## src/rtl/button_conditioner.sv

```systemverilog
// Debounces the run and direction push-buttons into clean toggle levels and one-cycle press pulses.
// Optional build macro BTN_ACTIVE_LOW_EN selects active-low board buttons.
module button_conditioner #(
  parameter int DEBOUNCE_CYCLES = 1000000
) (
  input  logic clk,
  input  logic rst,
  input  logic btn_run,
  input  logic btn_dir,
  output logic enable,
  output logic up_down,
  output logic run_pulse,
  output logic dir_pulse
);

  localparam int CNT_W = $clog2(DEBOUNCE_CYCLES);
  localparam logic [CNT_W-1:0] CNT_MAX = CNT_W'(DEBOUNCE_CYCLES - 1);
  // Bit 0 is the run channel (enable resets to 0), bit 1 the dir channel (up_down resets to 1).
  localparam logic [1:0] LEVEL_RST = 2'b10;

`ifdef BTN_ACTIVE_LOW_EN
  // Synchronizer flops keep the pin level, so they reset to the released (high) pin level.
  localparam logic SYNC_RST = 1'b1;
`else
  localparam logic SYNC_RST = 1'b0;
`endif

  typedef enum logic [1:0] {
    IDLE,
    PRESS_WAIT,
    PRESSED,
    RELEASE_WAIT
  } state_t;

  logic [1:0] raw_vec;
  logic [1:0] pulse_vec;
  logic [1:0] level_vec;

  assign raw_vec = {btn_dir, btn_run};

  generate
    for (genvar gi = 0; gi < 2; gi++) begin : g_chan
      logic             sync1_reg;
      logic             sync2_reg;
      logic             s;
      state_t           state_reg;
      logic [CNT_W-1:0] cnt_reg;
      logic             pulse_reg;
      logic             level_reg;

      always_ff @(posedge clk or posedge rst) begin
        if (rst) begin
          sync1_reg <= SYNC_RST;
          sync2_reg <= SYNC_RST;
        end else begin
          sync1_reg <= raw_vec[gi];
          sync2_reg <= sync1_reg;
        end
      end

`ifdef BTN_ACTIVE_LOW_EN
      assign s = ~sync2_reg;
`else
      assign s = sync2_reg;
`endif

      always_ff @(posedge clk or posedge rst) begin
        if (rst) begin
          state_reg <= IDLE;
          cnt_reg   <= '0;
          pulse_reg <= 1'b0;
          level_reg <= LEVEL_RST[gi];
        end else begin
          pulse_reg <= 1'b0;
          case (state_reg)
            IDLE: begin
              if (s) begin
                state_reg <= PRESS_WAIT;
                cnt_reg   <= '0;
              end
            end
            PRESS_WAIT: begin
              if (!s) begin
                state_reg <= IDLE;
              end else if (cnt_reg == CNT_MAX) begin
                state_reg <= PRESSED;
                pulse_reg <= 1'b1;
                level_reg <= ~level_reg;
              end else begin
                cnt_reg <= cnt_reg + 1'b1;
              end
            end
            PRESSED: begin
              if (!s) begin
                state_reg <= RELEASE_WAIT;
                cnt_reg   <= '0;
              end
            end
            RELEASE_WAIT: begin
              if (s) begin
                state_reg <= PRESSED;
              end else if (cnt_reg == CNT_MAX) begin
                state_reg <= IDLE;
              end else begin
                cnt_reg <= cnt_reg + 1'b1;
              end
            end
            default: state_reg <= IDLE;
          endcase
        end
      end

      assign pulse_vec[gi] = pulse_reg;
      assign level_vec[gi] = level_reg;
    end
  endgenerate

  assign run_pulse = pulse_vec[0];
  assign dir_pulse = pulse_vec[1];
  assign enable    = level_vec[0];
  assign up_down   = level_vec[1];

endmodule

```

## config.mk

```make
export PLATFORM = sky130hd
export DESIGN_NAME = button_conditioner
export DESIGN_NICKNAME = d
export VERILOG_FILES = /design/src/rtl/button_conditioner.sv
export SDC_FILE = /design/constraint.sdc
export NUM_CORES = 1
export LEC_CHECK = 0
export CORE_MARGIN = 1.5
export CORE_UTILIZATION = 35
export CTS_BUF_LIST = sky130_fd_sc_hd__clkbuf_8 sky130_fd_sc_hd__clkbuf_16
export CTS_CLUSTER_SIZE = 10
export DETAILED_ROUTE_END_ITERATION = 7
export HOLD_SLACK_MARGIN = 0.12
export PLACE_DENSITY = 0.62
export SLEW_MARGIN = 20
export SYNTH_ARGS = -nofsm -noshare
export SYNTH_HDL_FRONTEND = slang
export SYNTH_SLANG_ARGS = --single-unit
```

## constraint.sdc

```tcl
create_clock -name clk -period 2.1 [get_ports clk]
set_input_delay 0.525 -clock clk [delete_from_list [all_inputs] [get_ports clk]]
set_output_delay 0.525 -clock clk [all_outputs]
set_load 0.02 [all_outputs]
```

# After elaboration in Yosys (flattened, before gate mapping)
# Index checks and enable logic that the tools add are counted.
[totals] output_inout_bits=4 register_bits=52 in_bits=4
[classes] muxes=32 n_eq_ne=20 n_addsub=2 n_reduce_logical=8 n_bitwise=2
[ops] cell="2-to-1 mux 20 bit" n=10
[ops] cell="case mux 20 bit (4 select lines)" n=2
[ops] cell="adder 20 x 1 -> 20 bit (second input constant)" n=2
[ops] cell="equality test 20 bit (second input constant)" n=2
[ops] cell="2-to-1 mux 2 bit" n=12
[ops] cell="inequality test 2 bit (second input constant)" n=8
[ops] cell="case mux 2 bit (4 select lines)" n=2
[ops] cell="AND reduction 4 bit" n=4
[ops] cell="inequality test 3 bit (second input constant)" n=4
[ops] cell="equality test 2 bit (second input constant)" n=4
[ops] cell="2-to-1 mux 1 bit" n=6
[ops] cell="AND reduction 3 bit" n=2
[ops] cell="equality test 2 x 1 -> 1 bit (second input constant)" n=2
[ops] cell="zero test 2 bit" n=2
[ops] cell="NOT 1 bit" n=2

# Longest topological paths before layout
[depth] word_depth=4 ltp_mapped=8

# Least setup slack after synthesis
# OpenSTA, ideal clock, no wires.
[synth_path] path_kind="register to register" startpoint="reg g_chan[1].cnt_reg[12]" endpoint="reg g_chan[1].cnt_reg[0]" path_stages_with_launch=7 arrival_ns=1.866 n_path_buf=2 path_slack_ns=0.109 cell_sequence="dfrtp_1 buf_2 or4b_1 nor4_4 a21oi_2 buf_2 mux2_2"
[synth_between] elab_chain_cells=4
[synth_lines] item="start: declaration" line_no="47" rtl="logic [CNT_W-1:0] cnt_reg;"
[synth_lines] item="start signal: assignment" line_no="90" rtl="cnt_reg <= cnt_reg + 1'b1;"
[synth_lines] item="start signal: assignment" line_no="105" rtl="cnt_reg <= cnt_reg + 1'b1;"
[synth_lines] item="equality test 20 bit *" line_no="85, 102"
[synth_lines] item="2-to-1 mux 20 bit *"
[synth_lines] item="2-to-1 mux 20 bit, on equally long branches"
[synth_lines] item="case mux 20 bit (4 select lines) *"
# Every way passes the cells marked *; elsewhere a longest branch is shown, timed or not. The select of a mux whose other input is x is not followed.
# A chain may end at the register's enable or synchronous reset.

==> out/metrics.cfg <==
[floorplanning]
start_util=0.359
io-pin-count=8
die_y_um=91.6
die-area_um2=8390
core_area_um2=7650
dieWidth_um=91.6
rows=32

[timing]
slew_headroom=0.657
totalNegativeSetupSlack_ns=0
rsz0062_at_grt=false
fmax_mhz=495
final_max_slew_viol_count=0
period_share=0.961
whs_ns=0.355
skew_ns=0.00669
hold_viol_final=0
fin_crit_ns=2.02
worst_pin_slew_ns=0.513
setup_viol=0

[critical_path]
critPathMaxFanout=2
slowest_delay_ns=0.51
path_class=flop to flop
rr_startpoint=g_chan[1].cnt_reg[13]$_DFFE_PP0P_
r2r_slack_ns=0.08
start_kind=flop
cp_slowest_cell=or3b_2
cp.required_ns=2.30
ff2ff_path_depth=5
critPathBufInv=1
arrival_ns=2.22
crit_family=simple AND/OR/NAND/NOR gates
cp_cell_sequence=or3b_2, nor4_4, buf_4, and3_1, mux2_2
crit_cells=5
crit_path_end_kind=flop

[clocking]
post_cts_buffers=0
cts_buffers=5
clk_pin_slew_ns=0.09
htreeDepth=2
cts_tree=done
cts_num_sinks=52
clk_path_buf_depth=2
clockRootBuffer=clkbuf_8
clock_latency_ns=0.31

[routing]
avgViaCountPerCell=5.34
via_count=2242
drc=0
wl_per_cell_um=13.5
firstDrtPassIters=5
drt-initial-drc-count=103
routed_wl_mm=5.66
ant_nets=0

[pwr]
swShare=0.244
intPower_mw=1.45
cellLeakagePower_nw=1.44
p_per_area_nw_per_um2=593
p_clk_frac=0.357
pwr-share-seq=0.559
comb_power_share=0.084
vdd_ir_drop_max_mv=0.337
total_power_mw=1.92
p_sw_mw=0.470

[synthesis]
yosys.area.top_type_share=0.464
synth-main-ff-cell=dfrtp_1
synth_edf_count=0
syn_area_um2=2750
synth.net_count=293
synth_commonest_cells=dfrtp_1, nand2_1, nor2_1, nand3_1, o21ai_0
netlist_instances=287
synth_area_per_cell_um2=9.57
ys_ff_latch=52
synth-seq-area-share=0.474
synth_cell_types=49
yosysMostFrequentCell=dfrtp_1
ys_warn_count=0
synthTopCellsByArea=dfrtp_1, mux2i_1, nand2_1
yosys.area.top_type=dfrtp_1
async_flop_share=1.00

[grt]
grt_busiest_layer=met2
grt_use_met1=0.185
grt_pass1_vias=2071
met2_usage=0.245
use_met3=0.0402
grt_pass1_wl_mm=9.72
grt_usage=0.145
antenna_found_initial=0
grt_max_degree=53
gr-total-overflow=0

[layout]
antenna_cells=0
largest_reg_flops=40
fillers=732
fin_nets=323
area_delta_synth_final_pct=18.2
drive_above_1_share=0.167

[min_path]
min_to=g_chan[1].s$_DFF_PP0_
min_delay_path_depth=0
worst_hold_path_type=flop to flop
hp-start=g_chan[1].sync1_reg$_DFF_PP0_

[placed_design]
dpl.hpwl_mm=3.87
gp_congestion=0.764
port_buffers=7

[outcome]
outcome=finished clean

[job]
cap_violations=0

[per-stage QoR]
stage               instance area, µm²  cells  utilization  setup slack [ns]
finish                            3250    420        0.425            0.0809
global route                      3250    420        0.425            0.0230
CTS                               3220    420        0.421           0.00797
detailed placement                3110    412        0.407            0.0331
global placement                  3110    412        0.407            0.0693
floorplan                         2750    287            -             0.109
[placed cells by master, fill, tap and decap left out, drive strengths merged, types with 2 or more instances in the layout]
master         instances
xor2                   5
nand2                 32
nand3                 21
a41oi                  2
o211ai                 2
clkdlybuf4s50          7
inv                   10
nor2                  21
ha                     2
mux2i                 13
o2111ai                2
a21oi                 15
nor4                   6
o31ai                  4
mux2                   3
dfrtp                 51
a31oi                  9
nor4b                  3
a22o                   5
o21ai                 20
and3                   9
and2                   3
or4                    2
xnor2                  5
nor3                   5
buf                   28
nand2b                 6
clkbuf                 5
o22ai                  2
nand4                  6
[cells by family (layout without fill, tap and decap cells)]
logic type | count (synthesis) | after routing | synth area share
flip-flops | 52 | 52 | 0.474
AND/OR/NAND/NOR | 122 | 122 | 0.246
adder cells (fa/ha/maj) | 2 | 2 | 0.00911
AO/OA/AOI/OAI | 64 | 64 | 0.144
buffers and inverters | 21 | 52 | 0.0351
XOR/XNOR | 10 | 10 | 0.0319
multiplexers | 16 | 16 | 0.0597
[worst reg2reg max path, cell delays in order, from the launching register on]
cell,delay [ns]
dfrtp_1,0.39
or3b_2,0.51
nor4_4,0.31
buf_4,0.18
and3_1,0.19
mux2_2,0.34
[repair_timing]
action	in CTS	in global routing
hold buffers	0	0
endpoints found under the setup margin	0	15
gates resized for setup	0	4
[metal layers]
layer / share of wire / vias up / routed length [µm]
li1: - / 1106 / -
met1: 0.47 / 1090 / 2630
met2: 0.48 / 42 / 2730
met3: 0.041 / 4 / 234
met4: 0.0090 / 0 / 51
met5: 0 / - / 0
[area by class of cell]
class / instances / area, µm² / area share
multi-input combinational: 214 / 1380 / 0.426
sequential: 52 / 1300 / 0.401
timing repair buffer: 35 / 293 / 0.0902
tap: 102 / 128 / 0.0393
clock buffer: 5 / 68.8 / 0.0212
clock inverter: 3 / 38.8 / 0.0119
inverter: 9 / 33.8 / 0.0104
[power groups by stage]
stage | combinational, mW | clock, mW | sequential (mW)
2_1_floorplan | 0.106 | 0 | 1.09
4_1_cts | 0.162 | 0.703 | 1.08
3_3_place_gp | 0.158 | 0 | 1.10
5_1_grt | 0.182 | 0.742 | 1.08
6_report | 0.161 | 0.688 | 1.08
3_5_place_dp | 0.162 | 0 | 1.10
[worst max path at each step]
stage | start | end | slack, ns
2_1_floorplan | g_chan[1].cnt_reg[12]$_DFFE_PP0P_ | g_chan[1].cnt_reg[0]$_DFFE_PP0P_ | 0.11
3_3_place_gp | g_chan[1].cnt_reg[6]$_DFFE_PP0P_ | g_chan[1].cnt_reg[19]$_DFFE_PP0P_ | 0.07
3_5_place_dp | g_chan[1].cnt_reg[6]$_DFFE_PP0P_ | g_chan[1].cnt_reg[5]$_DFFE_PP0P_ | 0.03
4_1_cts | g_chan[1].cnt_reg[6]$_DFFE_PP0P_ | g_chan[1].cnt_reg[5]$_DFFE_PP0P_ | 0.008
5_1_grt | g_chan[1].cnt_reg[13]$_DFFE_PP0P_ | flop | 0.02
6_report | g_chan[1].cnt_reg[13]$_DFFE_PP0P_ | flop | 0.08
Power figures use the tool's default switching activity.
